## src/rtl/tsq_sched_pkg.sv

```systemverilog
// Shared definitions for the time-sensitive queue scheduler:
// FSM state encoding, queue index constants and default timing values.
package tsq_sched_pkg;

    typedef enum logic [1:0] {
        ST_IDLE      = 2'd0,
        ST_READ      = 2'd1,
        ST_WAIT_DONE = 2'd2
    } tsq_state_e;

    localparam logic [1:0] Q0_IDX = 2'd0;
    localparam logic [1:0] Q1_IDX = 2'd1;
    localparam logic [1:0] Q2_IDX = 2'd2;
    localparam logic [1:0] Q3_IDX = 2'd3;

    localparam int TIMEOUT_CYC_DEF = 4096;
    localparam int GUARD_LEN_DEF   = 24;

    // One-hot read strobe vector for a queue index.
    function automatic logic [3:0] q_onehot(input logic [1:0] idx);
        q_onehot = 4'b0001 << idx;
    endfunction

endpackage

```

## src/rtl/tsq_sched_if.sv

```systemverilog
// Queue-side and port-side signals of the scheduler, grouped so the
// scheduler sees a single bundle; clk/rst_n stay outside.
interface tsq_sched_if;

    logic [3:0]  in_ts_fifo_empty;
    logic [3:0]  in_ts_gate_open;
    logic [10:0] in_ts_pkt_len;
    logic [15:0] in_ts_gate_remain;
    logic        in_ts_tx_done;

    logic        out_ts_q0_rden;
    logic        out_ts_q1_rden;
    logic        out_ts_q2_rden;
    logic        out_ts_q3_rden;
    logic        out_ts_busy;
    logic        out_ts_timeout;
    logic [1:0]  out_ts_grant_q;

    // Environment side: drives queue status, observes strobes.
    modport master (
        output in_ts_fifo_empty, in_ts_gate_open, in_ts_pkt_len,
               in_ts_gate_remain, in_ts_tx_done,
        input  out_ts_q0_rden, out_ts_q1_rden, out_ts_q2_rden,
               out_ts_q3_rden, out_ts_busy, out_ts_timeout, out_ts_grant_q
    );

    // Scheduler side.
    modport slave (
        input  in_ts_fifo_empty, in_ts_gate_open, in_ts_pkt_len,
               in_ts_gate_remain, in_ts_tx_done,
        output out_ts_q0_rden, out_ts_q1_rden, out_ts_q2_rden,
               out_ts_q3_rden, out_ts_busy, out_ts_timeout, out_ts_grant_q
    );

endinterface

```

## src/rtl/tsq_prio_enc.sv

```systemverilog
// Strict-priority encoder: lowest-numbered eligible queue wins.
module tsq_prio_enc
    import tsq_sched_pkg::*;
(
    input  logic [3:0] elig_i,
    output logic       valid_o,
    output logic [1:0] idx_o
);

    // Pick q0 over q1 over q2 over q3.
    always_comb begin
        valid_o = |elig_i;
        idx_o   = Q3_IDX;
        if (elig_i[0]) begin
            idx_o = Q0_IDX;
        end else if (elig_i[1]) begin
            idx_o = Q1_IDX;
        end else if (elig_i[2]) begin
            idx_o = Q2_IDX;
        end
    end

endmodule

```

## src/rtl/tsq_sched.sv

```systemverilog
// Time-sensitive queue scheduler: grants one of four queues by strict
// priority, pulses that queue's metadata read, then waits for the port to
// finish the packet (or times out).
//
// state        | meaning
// -------------+-------------------------------------------------------
// ST_IDLE      | waiting for an eligible queue; decision taken here
// ST_READ      | registered rden of the latched queue is high (1 cycle)
// ST_WAIT_DONE | waiting for tx_done; counter runs toward the timeout
module tsq_sched
    import tsq_sched_pkg::*;
#(
    parameter int TIMEOUT_CYC = TIMEOUT_CYC_DEF,
    parameter int GUARD_LEN   = GUARD_LEN_DEF
) (
    input  logic         clk,
    input  logic         rst_n,
    tsq_sched_if.slave   ts
);

    localparam int CNT_W = (TIMEOUT_CYC > 2) ? $clog2(TIMEOUT_CYC) : 1;
    localparam logic [CNT_W-1:0] CNT_LAST = CNT_W'(TIMEOUT_CYC - 1);

    tsq_state_e       state_q, state_d;
    logic [CNT_W-1:0] cnt_q, cnt_d;
    logic [3:0]       rden_q, rden_d;
    logic [1:0]       grant_idx_q, grant_idx_d;
    logic             timeout_w;

    logic [3:0]       elig_w;
    logic             q2_fit_w;
    logic             enc_valid_w;
    logic [1:0]       enc_idx_w;

    // Queue eligibility; the queue-2 fit check is widened so that a long
    // packet plus guard can never wrap and look like it fits.
    always_comb begin
        q2_fit_w = ({6'd0, ts.in_ts_pkt_len} + 17'(GUARD_LEN))
                   <= {1'b0, ts.in_ts_gate_remain};
        elig_w   = ~ts.in_ts_fifo_empty & ts.in_ts_gate_open;
        elig_w[2] = elig_w[2] & q2_fit_w;
    end

    tsq_prio_enc u_prio_enc (
        .elig_i  (elig_w),
        .valid_o (enc_valid_w),
        .idx_o   (enc_idx_w)
    );

    // State, counter, strobe and grant registers.
    always_ff @(posedge clk or negedge rst_n) begin
        if (!rst_n) begin
            state_q     <= ST_IDLE;
            cnt_q       <= '0;
            rden_q      <= '0;
            grant_idx_q <= Q0_IDX;
        end else begin
            state_q     <= state_d;
            cnt_q       <= cnt_d;
            rden_q      <= rden_d;
            grant_idx_q <= grant_idx_d;
        end
    end

    // Next-state logic; rden is only loaded on the IDLE decision, so it
    // falls back to zero on its own after the single READ cycle.
    always_comb begin
        state_d     = state_q;
        cnt_d       = '0;
        rden_d      = '0;
        grant_idx_d = grant_idx_q;
        timeout_w   = 1'b0;
        case (state_q)
            ST_IDLE: begin
                if (enc_valid_w) begin
                    state_d     = ST_READ;
                    grant_idx_d = enc_idx_w;
                    rden_d      = q_onehot(enc_idx_w);
                end
            end
            ST_READ: begin
                state_d = ST_WAIT_DONE;
            end
            ST_WAIT_DONE: begin
                if (ts.in_ts_tx_done) begin
                    state_d = ST_IDLE;
                end else if (cnt_q == CNT_LAST) begin
                    timeout_w = 1'b1;
                    state_d   = ST_IDLE;
                end else begin
                    cnt_d = cnt_q + 1'b1;
                end
            end
            default: begin
                state_d = ST_IDLE;
            end
        endcase
    end

    assign ts.out_ts_q0_rden = rden_q[0];
    assign ts.out_ts_q1_rden = rden_q[1];
    assign ts.out_ts_q2_rden = rden_q[2];
    assign ts.out_ts_q3_rden = rden_q[3];
    assign ts.out_ts_busy    = (state_q == ST_READ) || (state_q == ST_WAIT_DONE);
    assign ts.out_ts_timeout = timeout_w;
    assign ts.out_ts_grant_q = grant_idx_q;

endmodule

```

## src/flat_wrapper.sv

```systemverilog
// flat-port wrapper written by rule: the top's interface ports become plain ports
module tsq_sched_flat import tsq_sched_pkg::*;
#(
    parameter int TIMEOUT_CYC = TIMEOUT_CYC_DEF,
    parameter int GUARD_LEN   = GUARD_LEN_DEF
)
  (clk, rst_n, ts_in_ts_fifo_empty, ts_in_ts_gate_open, ts_in_ts_pkt_len, ts_in_ts_gate_remain, ts_in_ts_tx_done, ts_out_ts_q0_rden, ts_out_ts_q1_rden, ts_out_ts_q2_rden, ts_out_ts_q3_rden, ts_out_ts_busy, ts_out_ts_timeout, ts_out_ts_grant_q);
  tsq_sched_if ts_i ();
  input  logic clk;
  input  logic rst_n;
  input wire logic [$bits(ts_i.in_ts_fifo_empty)-1:0] ts_in_ts_fifo_empty;
  input wire logic [$bits(ts_i.in_ts_gate_open)-1:0] ts_in_ts_gate_open;
  input wire logic [$bits(ts_i.in_ts_pkt_len)-1:0] ts_in_ts_pkt_len;
  input wire logic [$bits(ts_i.in_ts_gate_remain)-1:0] ts_in_ts_gate_remain;
  input wire logic [$bits(ts_i.in_ts_tx_done)-1:0] ts_in_ts_tx_done;
  output wire logic [$bits(ts_i.out_ts_q0_rden)-1:0] ts_out_ts_q0_rden;
  output wire logic [$bits(ts_i.out_ts_q1_rden)-1:0] ts_out_ts_q1_rden;
  output wire logic [$bits(ts_i.out_ts_q2_rden)-1:0] ts_out_ts_q2_rden;
  output wire logic [$bits(ts_i.out_ts_q3_rden)-1:0] ts_out_ts_q3_rden;
  output wire logic [$bits(ts_i.out_ts_busy)-1:0] ts_out_ts_busy;
  output wire logic [$bits(ts_i.out_ts_timeout)-1:0] ts_out_ts_timeout;
  output wire logic [$bits(ts_i.out_ts_grant_q)-1:0] ts_out_ts_grant_q;
  assign ts_i.in_ts_fifo_empty = ts_in_ts_fifo_empty;
  assign ts_i.in_ts_gate_open = ts_in_ts_gate_open;
  assign ts_i.in_ts_pkt_len = ts_in_ts_pkt_len;
  assign ts_i.in_ts_gate_remain = ts_in_ts_gate_remain;
  assign ts_i.in_ts_tx_done = ts_in_ts_tx_done;
  assign ts_out_ts_q0_rden = ts_i.out_ts_q0_rden;
  assign ts_out_ts_q1_rden = ts_i.out_ts_q1_rden;
  assign ts_out_ts_q2_rden = ts_i.out_ts_q2_rden;
  assign ts_out_ts_q3_rden = ts_i.out_ts_q3_rden;
  assign ts_out_ts_busy = ts_i.out_ts_busy;
  assign ts_out_ts_timeout = ts_i.out_ts_timeout;
  assign ts_out_ts_grant_q = ts_i.out_ts_grant_q;
  tsq_sched #(.TIMEOUT_CYC(TIMEOUT_CYC), .GUARD_LEN(GUARD_LEN)) u_core (.clk(clk), .rst_n(rst_n), .ts(ts_i));
endmodule
```

## config.mk

```make
export PLATFORM = sky130hd
export DESIGN_NAME = tsq_sched_flat
export DESIGN_NICKNAME = d
export VERILOG_FILES = /design/src/rtl/tsq_sched_pkg.sv /design/src/rtl/tsq_sched_if.sv /design/src/rtl/tsq_prio_enc.sv /design/src/rtl/tsq_sched.sv /design/src/flat_wrapper.sv
export SDC_FILE = /design/constraint.sdc
export NUM_CORES = 1
export LEC_CHECK = 0
export ABC_AREA = 1
export CAP_MARGIN = 20
export CORE_MARGIN = 8
export CORE_UTILIZATION = 50
export DETAILED_ROUTE_END_ITERATION = 10
export MAX_ROUTING_LAYER = met4
export PLACE_DENSITY = 0.95
export SYNTH_ARGS = -nofsm -noshare
export SYNTH_HDL_FRONTEND = slang
export SYNTH_HIERARCHICAL = 1
export SYNTH_SLANG_ARGS = --single-unit
```

## constraint.sdc

```tcl
create_clock -name clk -period 2.7 [get_ports clk]
set_clock_uncertainty 0.05 [all_clocks]
set_input_delay 0.54 -clock clk [delete_from_list [all_inputs] [get_ports clk]]
set_output_delay 0.54 -clock clk [all_outputs]
set_load 0.05 [all_outputs]
```

==> results of run 1 <==
-- cells by family (layout without fill, tap and decap cells) --
group / count (synthesis) / in the layout / synth area share, %
compound gates: 10 / 10 / 3.93
xor+xnor: 12 / 12 / 7.02
fa+ha+maj: 17 / 17 / 14.2
buf+inv: 45 / 105 / 11.8
flops: 20 / 20 / 33.4
simple gates: 98 / 98 / 29.6
-- cell usage after synthesis, drive strengths merged --
master / count
inv: 44
o21a: 1
o21ai: 1
ha: 17
nor3b: 1
a21o: 1
dfrtp: 20
nand3: 8
nor3: 6
nand4: 4
nor2: 29
and3b: 1
a21oi: 7
xor2: 9
xnor2: 3
nand2: 48
and3: 1
buf: 1
-- worst max-delay path, cell delays in order --
cell,delay (ns)
clkbuf_2,0.11
o21a_1,0.24
buf_4,0.16
buf_4,0.13
xor2_1,0.14
ha_1,0.29
nand2_2,0.09
a21oi_1,0.06
nor2_1,0.14
nand2_1,0.09
nand2_1,0.06
nand2_1,0.06
a21oi_2,0.16
nor2_1,0.06
nand2_1,0.11
nand2_2,0.10
inv_2,0.10
nand2_2,0.10
nor2_1,0.15
-- metal layers --
layer | global-route usage [%] | part of all wire, % | vias up
met5 | - | 0 | -
li1 | - | - | 737
met3 | 3.25 | 5.5 | 23
met4 | 10.2 | 5.2 | 0
met1 | 18.1 | 36 | 684
met2 | 33.5 | 53 | 72
-- power breakdown --
group	leakage (nW)	total, mW	switching [mW]	internal [mW]
sequential	0.271	0.370	0.0299	0.340
clock	0.0210	0.182	0.0998	0.0827
combinational	0.868	0.553	0.344	0.209
total	1.16	1.11	0.474	0.631
-- cell type report --
type	count	share of cell area, %
timing repair buffer	57	24.7
inverter	44	7.40
sequential	20	22.4
clock buffer	4	1.63
tap	33	1.85
multi-input combinational	137	42.0
-- flip-flops by register name, indices dropped and copies added, names as in the netlist --
signal,count
u_core/state_q,2
u_core/ts.out_ts_grant_q,2
u_core/rden_q,4
u_core/cnt_q,12
-- per-stage QoR --
stage / util (%) / hold WS (ns)
final: 75.6 / 0.461
after detailed placement: 69.6 / 0.431
after CTS: 73.7 / 0.465
after floorplan: - / 0.194
after global routing: 75.6 / 0.478
after global placement: 69.6 / 0.421
-- layout by cell type, fill, tap and decap left out, types with 2 or more instances in the layout --
| master | Yosys | final |
|---|---|---|
| a21oi_1 | 6 | 3 |
| a21oi_2 | 1 | 4 |
| buf_4 | 0 | 12 |
| clkbuf_2 | 0 | 2 |
| clkbuf_4 | 0 | 3 |
| clkdlybuf4s50_1 | 0 | 38 |
| dfrtp_1 | 20 | 20 |
| dlymetal6s2s_1 | 0 | 4 |
| ha_1 | 17 | 13 |
| ha_4 | 0 | 4 |
| inv_1 | 44 | 38 |
| inv_2 | 0 | 6 |
| nand2_1 | 45 | 36 |
| nand2_2 | 3 | 12 |
| nand3_1 | 6 | 4 |
| nand3_2 | 2 | 4 |
| nand4_1 | 4 | 4 |
| nor2_1 | 24 | 22 |
| nor2_2 | 5 | 7 |
| nor3_1 | 5 | 4 |
| xnor2_1 | 3 | 3 |
| xor2_1 | 9 | 8 |
-- how the worst max path moves through the flow --
| stage | end | start | cells after the start | slack [ns] |
|---|---|---|---|---|
| 2_1_floorplan | u_core/rden_q[1] | ts_in_ts_pkt_len[3] | 17 | 0.15 |
| 3_3_place_gp | u_core/rden_q[3] | ts_in_ts_pkt_len[3] | 18 | -0.47 |
| 3_5_place_dp | u_core/rden_q[1] | ts_in_ts_pkt_len[3] | 18 | -0.68 |
| 4_1_cts | u_core/state_q[0] | ts_in_ts_pkt_len[5] | 17 | 0.003 |
| 5_1_grt | u_core/rden_q[3] | ts_in_ts_pkt_len[9] | 15 | -0.09 |
| 6_report | u_core/rden_q[1] | ts_in_ts_pkt_len[3] | 19 | -0.02 |
-- what timing repair did --
action                                  4_1_cts  5_1_grt
gates resized for setup                      16       25
setup buffers                                 3        0
hold buffers                                  0        0
endpoints found under the setup margin        8        8
pin swaps                                    12       16
==> results.tsv, run 1 <==
metric	value	unit
rr_worst_depth	8	
yosysSeqAreaShare	33.4	%
placeableCoreArea	2950	um^2
ios	46	
fin_crit_sh	101	%
peakVddDrop	0.405	mV
r2r_end	u_core/state_q[1]	
yosysWarningCount	6	
clock_path_buffers	2	
place_area	2050	um^2
syn_to_final_growth	49.1	%
dpl.hpwl	3010	um
insertion_delay	0.32	ns
vias	1516	
critPathKind	in -> reg	
cp-start-kind	input pin	
drt_wl_total	4610	um
cts_root_buf	clkbuf_4	
finalHoldViolCount	0	
layout.cells.non_filler	295	
setup_viol	1	
synthCells	202	
die_y	70.7	um
synthesis.nets	257	
min_to	u_core/cnt_q[0]	
dieWidth	70.7	um
syn_area_per_cell	7.41	um^2
status	finished with violations	
p_leak	1.16	nW
wl_per_cell	15.6	um
synth.distinct_cells	23	
n_antenna_cell	0	
holdPathStages	1	
numCtsBuffers	3	
clock.fmax	0.368	GHz
layout-drive-gt1-share	22.9	%
drc_errors	0	
cts_tree	done	
vias_per_cell	5.14	
dp.cells	288	
grt-ovfl-total	0	
ys_ff_latch	20	
crit_path_max_fanout	4	
synth_area_leaders	dfrtp_1 33%, ha_1 14%, nand2_1 11%, inv_1 11%, nor2_1 6.0%	
grt_pass1_wl	7340	um
final.fill_count	190	
min_path_type	reg -> reg	
multi_input_area	937	um^2
port_buffers	45	
grt_pass1_vias	1709	
clk_pin_slew	0.12	ns
ant_nets	0	
dieArea	5000	um^2
design_area	2230	um^2
grt_start_max_net_pins	21	
r2r_slack	1.01	ns
slew_headroom	64.3	%
start_util	50.7	%
clock-sinks	20	
powerDensity	495	nW/um^2
drtIter0Drc	134	
finalPower	1.11	mW
crit_required	2.89	ns
slew_violations	0	
grtUsageTotal	18.4	%
core.rowCount	20	
r2r-start	u_core/cnt_q[0]	
firstDrtPassIters	4	
syn-cell-area	1500	um^2
place_ws	-0.677	ns
synth.top_cell.area_share	33.4	%
violations	negative setup slack	
antenna_found_initial	0	
seqCellArea	500	um^2
gp_congestion	0.802	
worst-endpoint-arrival	2.90	ns
fin_crit	2.72	ns
setup_tns	-0.0154	ns
critPathCaptureType	flop	
hold_start	u_core/cnt_q[0]	
cap_violations	0	
layout.nets	318	
worstMarginPinSlew	0.534	ns
synth_top_area_cell	dfrtp_1	
h-tree-depth	1	
fin_ws	-0.0154	ns
Note: power is estimated with default switching activity, not from simulation.
==> run 2, diff against run 1 <==
--- a/config.mk
+++ b/config.mk
@@ -6,12 +6,12 @@
 export NUM_CORES = 1
 export LEC_CHECK = 0
 export ABC_AREA = 1
-export CAP_MARGIN = 20
+export CAP_MARGIN = 25
 export CORE_MARGIN = 8
-export CORE_UTILIZATION = 50
+export CORE_UTILIZATION = 40
 export DETAILED_ROUTE_END_ITERATION = 10
 export MAX_ROUTING_LAYER = met4
-export PLACE_DENSITY = 0.95
+export PLACE_DENSITY = 0.81
 export SYNTH_ARGS = -nofsm -noshare
 export SYNTH_HDL_FRONTEND = slang
 export SYNTH_HIERARCHICAL = 1
==> results.tsv, run 2 (synthesized netlist as in run 1, its figures left out) <==
metric	value	unit
grt_pass1_wl	5930	um
place_ws	-0.627	ns
drt_wl_total	3670	um
start_util	41.2	%
vias	1424	
drtIter0Drc	54	
numCtsBuffers	3	
finalPower	1.18	mW
setup_tns	0	ns
dieArea	5950	um^2
insertion_delay	0.25	ns
largest_reg_flops	12	
crit_path_max_fanout	3	
n_antenna_cell	0	
setup_viol	0	
gp_congestion	0.833	
cts_root_buf	clkbuf_8	
clock-sinks	20	
hold_slack	0.429	ns
die_y	77.2	um
antenna_found_initial	0	
reg_top3	u_core/cnt_q x12, u_core/rden_q x4	
cpMaxStageDelayCell	ha_1	
fin_crit	2.56	ns
dieWidth	77.2	um
peakVddDrop	0.379	mV
firstDrtPassIters	4	
grt_pass1_vias	1435	
top_register	u_core/cnt_q	
grt_start_max_net_pins	21	
clk_pin_slew	0.07	ns
min_path_type	reg -> reg	
status	completed	
ios	46	
vias_per_cell	4.64	
dpl.hpwl	2840	um
wl_per_cell	11.9	um
fin_ws	0.139	ns
place_area	2070	um^2
p_leak	1.15	nW
slew_headroom	63.9	%
crit_top_cell	nand2_1	
crit_path_max_incr_delay	0.28	ns
slew_violations	0	
clock.fmax	0.390	GHz
critPathCaptureType	flop	
crit_required	2.84	ns
finalHoldViolCount	0	
worst-endpoint-arrival	2.70	ns
port_buffers	45	
cp-start-kind	input pin	
cts_tree	done	
critPathKind	in -> reg	
grt-ovfl-total	0	
layout-drive-gt1-share	18.1	%
design_area	2230	um^2
most-common-layout-cells	41 x inv_1, 41 x nand2_1, 37 x clkdlybuf4s50_1	
syn_to_final_growth	49.1	%
worstMarginPinSlew	0.540	ns
placeableCoreArea	3630	um^2
drc_errors	0	
powerDensity	527	nW/um^2
core.rowCount	22	
clock_path_buffers	2	
cap_violations	0	
layout.nets	315	
fin_crit_sh	94.8	%
path_cells	clkdlybuf4s15_1, o21a_1, buf_6, buf_4, xor2_1, ha_1, nand2_1, nor2_1, nand2_1, nand2_1, nand2_1, nand2_1, a21oi_2, buf_4, a21oi_2, nand2_2, nor2_2	
grtUsageTotal	12.2	%
h-tree-depth	1	
ant_nets	0	
run 2: changes by cell type in the layout (fill, tap and decap cells not counted), moves of 2 or more:
| cell | delta |
|---|---|
| nand3_1 | +2 |
| buf_4 | -4 |
| clkbuf_8 | +2 |
| nand2_1 | +5 |
| nand3_2 | -2 |
| inv_2 | -3 |
| nand2_2 | -5 |
| inv_1 | +3 |
| clkbuf_4 | -3 |
run 2: timing repair:
action                                  CTS  global route
setup buffers                             1             0
pin swaps                                10            11
gates cloned                              0             0
gates resized for setup                  15            18
hold buffers                              0             0
endpoints found under the setup margin    8             8
run 2: final timing paths:
check	from	end	slack, ns	cells after the start
max	ts_in_ts_pkt_len[5]	u_core/rden_q[3]	0.14	17
min	u_core/cnt_q[0]	u_core/cnt_q[0]	0.43	1
max reg2reg	u_core/cnt_q[0]	u_core/state_q[0]	0.97	8
min reg2reg	u_core/cnt_q[0]	u_core/cnt_q[0]	0.43	1
max in group asynchronous	rst_n	u_core/cnt_q[1]	1.83	2
min in group asynchronous	rst_n	u_core/cnt_q[6]	0.57	2
run 2: stage by stage:
step / cells / utilization (%)
2_1_floorplan: 202 / -
3_3_place_gp: 302 / 56.9
3_5_place_dp: 302 / 56.9
4_1_cts: 307 / 60.6
5_1_grt: 307 / 61.4
6_report: 307 / 61.4
run 2: worst max-delay path: cells and delay by family:
family	cells	cell delay, ns
buffers and inverters	4	0.59
AOI/OAI and AO/OA	3	0.45
adders and majority gates	1	0.28
and+or+nand+nor	8	0.71
xor gates and xnor gates	1	0.14
run 2: layout make-up:
cell class                      count  area, um^2
Sequential cell                    20         500
Inverter                           44         165
Clock buffer                        3        41.3
Tap cell                           48        60.1
Timing Repair Buffer               54         532
Clock inverter                      1        30.0
Fill cell                         337        1400
Multi-Input combinational cell    137         902
run 2: layer usage:
metal  GRT usage (%)  routed length (um)  up-vias
li1                -                   -      727
met1            12.3                1530      662
met2            22.9                1980       29
met3            1.75                  87        6
met4            4.72                  67        0
met5               -                   0        -
run 2: power breakdown:
part,leakage (nW),internal [mW],switching (mW)
Clock,0.0357,0.198,0.0976
Sequential,0.271,0.340,0.0286
Combinational,0.843,0.200,0.313
Total,1.15,0.738,0.439
==> run 3, diff against run 2 <==
--- a/config.mk
+++ b/config.mk
@@ -10,8 +10,10 @@
 export CORE_MARGIN = 8
 export CORE_UTILIZATION = 40
 export DETAILED_ROUTE_END_ITERATION = 10
+export GPL_ROUTABILITY_DRIVEN = 0
 export MAX_ROUTING_LAYER = met4
 export PLACE_DENSITY = 0.81
+export SETUP_SLACK_MARGIN = 0.5
 export SYNTH_ARGS = -nofsm -noshare
 export SYNTH_HDL_FRONTEND = slang
 export SYNTH_HIERARCHICAL = 1
==> results.tsv, run 3 (synthesized netlist as in run 1, its figures left out) <==
metric	value	unit
slew_violations	0	
vias_per_cell	4.68	
numCtsBuffers	3	
h-tree-depth	1	
dieArea	5950	um^2
worstMarginPinSlew	0.554	ns
crit_required	2.79	ns
critPathCaptureType	flop	
grt_pass1_vias	1521	
core.rowCount	22	
fin_crit_sh	93.5	%
critPathKind	in -> reg	
cts_tree	done	
cts-hold-fix-buffers	0	
clock-sinks	20	
n_antenna_cell	0	
setup_viol	0	
final.fill_count	304	
drtIter0Drc	86	
crit_path_max_fanout	4	
grtUsageTotal	13.6	%
switching_power	0.463	mW
ios	46	
hold_slack	0.440	ns
finalHoldViolCount	0	
insertion_delay	0.26	ns
top_register	u_core/cnt_q	
grt_start_max_net_pins	21	
cp-start-kind	input pin	
dpl.hpwl	2950	um
vias	1484	
worst-endpoint-arrival	2.62	ns
drc_errors	0	
design_area	2390	um^2
syn_to_final_growth	59.4	%
layout.nets	325	
place_area	2140	um^2
antenna_found_initial	0	
intPower	0.693	mW
die_y	77.2	um
seqCellArea	500	um^2
swShare	40.1	%
dieWidth	77.2	um
clock.fmax	0.396	GHz
wl_per_cell	12.9	um
powerDensity	485	nW/um^2
grt-ovfl-total	0	
cap_violations	0	
rsz0062_at_grt	yes	
fin_crit	2.52	ns
reg_top3	u_core/cnt_q x12, u_core/rden_q x4	
peakVddDrop	0.220	mV
drt_wl_total	4080	um
cts_root_buf	clkbuf_8	
multi_input_area	970	um^2
clk_pin_slew	0.07	ns
layout-drive-gt1-share	24.9	%
p_leak	1.21	nW
grt_pass1_wl	6680	um
most-common-layout-cells	39 x inv_1, 38 x nand2_1, 36 x clkdlybuf4s50_1	
p_clk_share	19.5	%
firstDrtPassIters	5	
mostFrequentLayoutCell	inv_1	
slew_headroom	62.9	%
p_seq_share	31.9	%
largest_reg_flops	12	
status	completed	
ant_nets	0	
comb_power_share	48.7	%
port_buffers	45	
clock_path_buffers	2	
min_path_type	reg -> reg	
finalPower	1.16	mW
start_util	41.2	%
placeableCoreArea	3630	um^2
run 3: power by group through the flow:
stage / logic (mW) / clock network [mW] / registers (mW)
after floorplan: 0.234 / 0 / 0.450
after global routing: 0.609 / 0.245 / 0.375
after detailed placement: 0.500 / 0 / 0.372
after CTS: 0.511 / 0.231 / 0.368
after global placement: 0.488 / 0 / 0.372
final: 0.563 / 0.225 / 0.368
run 3: final cells by class:
cell class / count / share of cell area, %
Sequential cell: 20 / 21.0
Inverter: 44 / 7.97
Timing Repair Buffer: 64 / 25.6
Clock buffer: 4 / 2.31
Multi-Input combinational cell: 137 / 40.6
Tap cell: 48 / 2.52
run 3: critical path, stage by stage:
cell,delay (ns)
buf_6,0.07
buf_6,0.12
inv_12,0.03
ha_4,0.15
inv_2,0.06
nand4_1,0.10
xor2_1,0.16
inv_1,0.10
ha_4,0.26
a21oi_2,0.15
o21ai_1,0.08
nand3_1,0.07
nand2_1,0.07
a21oi_2,0.15
nor2_1,0.06
nand2_1,0.09
nand2_2,0.08
buf_4,0.14
nand2_1,0.07
nand2_1,0.06
run 3: final timing paths:
| kind | startpoint | endpoint | slack, ns | cells past startpoint |
|---|---|---|---|---|
| worst max-delay path | ts_in_ts_pkt_len[4] | u_core/ts.out_ts_grant_q[1] | 0.18 | 20 |
| worst min-delay path | u_core/ts.out_ts_grant_q[0] | u_core/ts.out_ts_grant_q[0] | 0.44 | 2 |
| worst max register to register | u_core/cnt_q[0] | u_core/state_q[0] | 0.80 | 10 |
| worst min register to register | u_core/ts.out_ts_grant_q[0] | u_core/ts.out_ts_grant_q[0] | 0.44 | 2 |
| max in group asynchronous | rst_n | u_core/cnt_q[4] | 1.82 | 2 |
| min in group asynchronous | rst_n | u_core/cnt_q[9] | 0.57 | 2 |
run 3: layer usage:
layer | vias to the layer above | track usage (%) | share of wire [%]
li1 | 746 | - | -
met5 | - | - | 0
met4 | 0 | 4.53 | 2.6
met1 | 682 | 14.9 | 39
met2 | 46 | 24.4 | 54
met3 | 10 | 2.10 | 4.2
run 3: repair_timing:
item                                    4_1_cts  5_1_grt
endpoints found under the setup margin       10        9
resized for setup                            29       14
cloned                                        0        0
pin swaps                                    23        9
setup buffers                                 5        3
run 3: stage by stage:
| step | utilization [%] | worst slack [ns] | setup TNS (ns) | cells |
|---|---|---|---|---|
| after detailed placement | 59.0 | -0.460 | -3.46 | 305 |
| final | 65.7 | 0.177 | 0 | 317 |
| after floorplan | - | 0.339 | 0 | 202 |
| after global routing | 65.7 | 0.0331 | 0 | 317 |
| after CTS | 63.3 | 0.255 | 0 | 314 |
| after global placement | 59.0 | -0.419 | -3.12 | 305 |
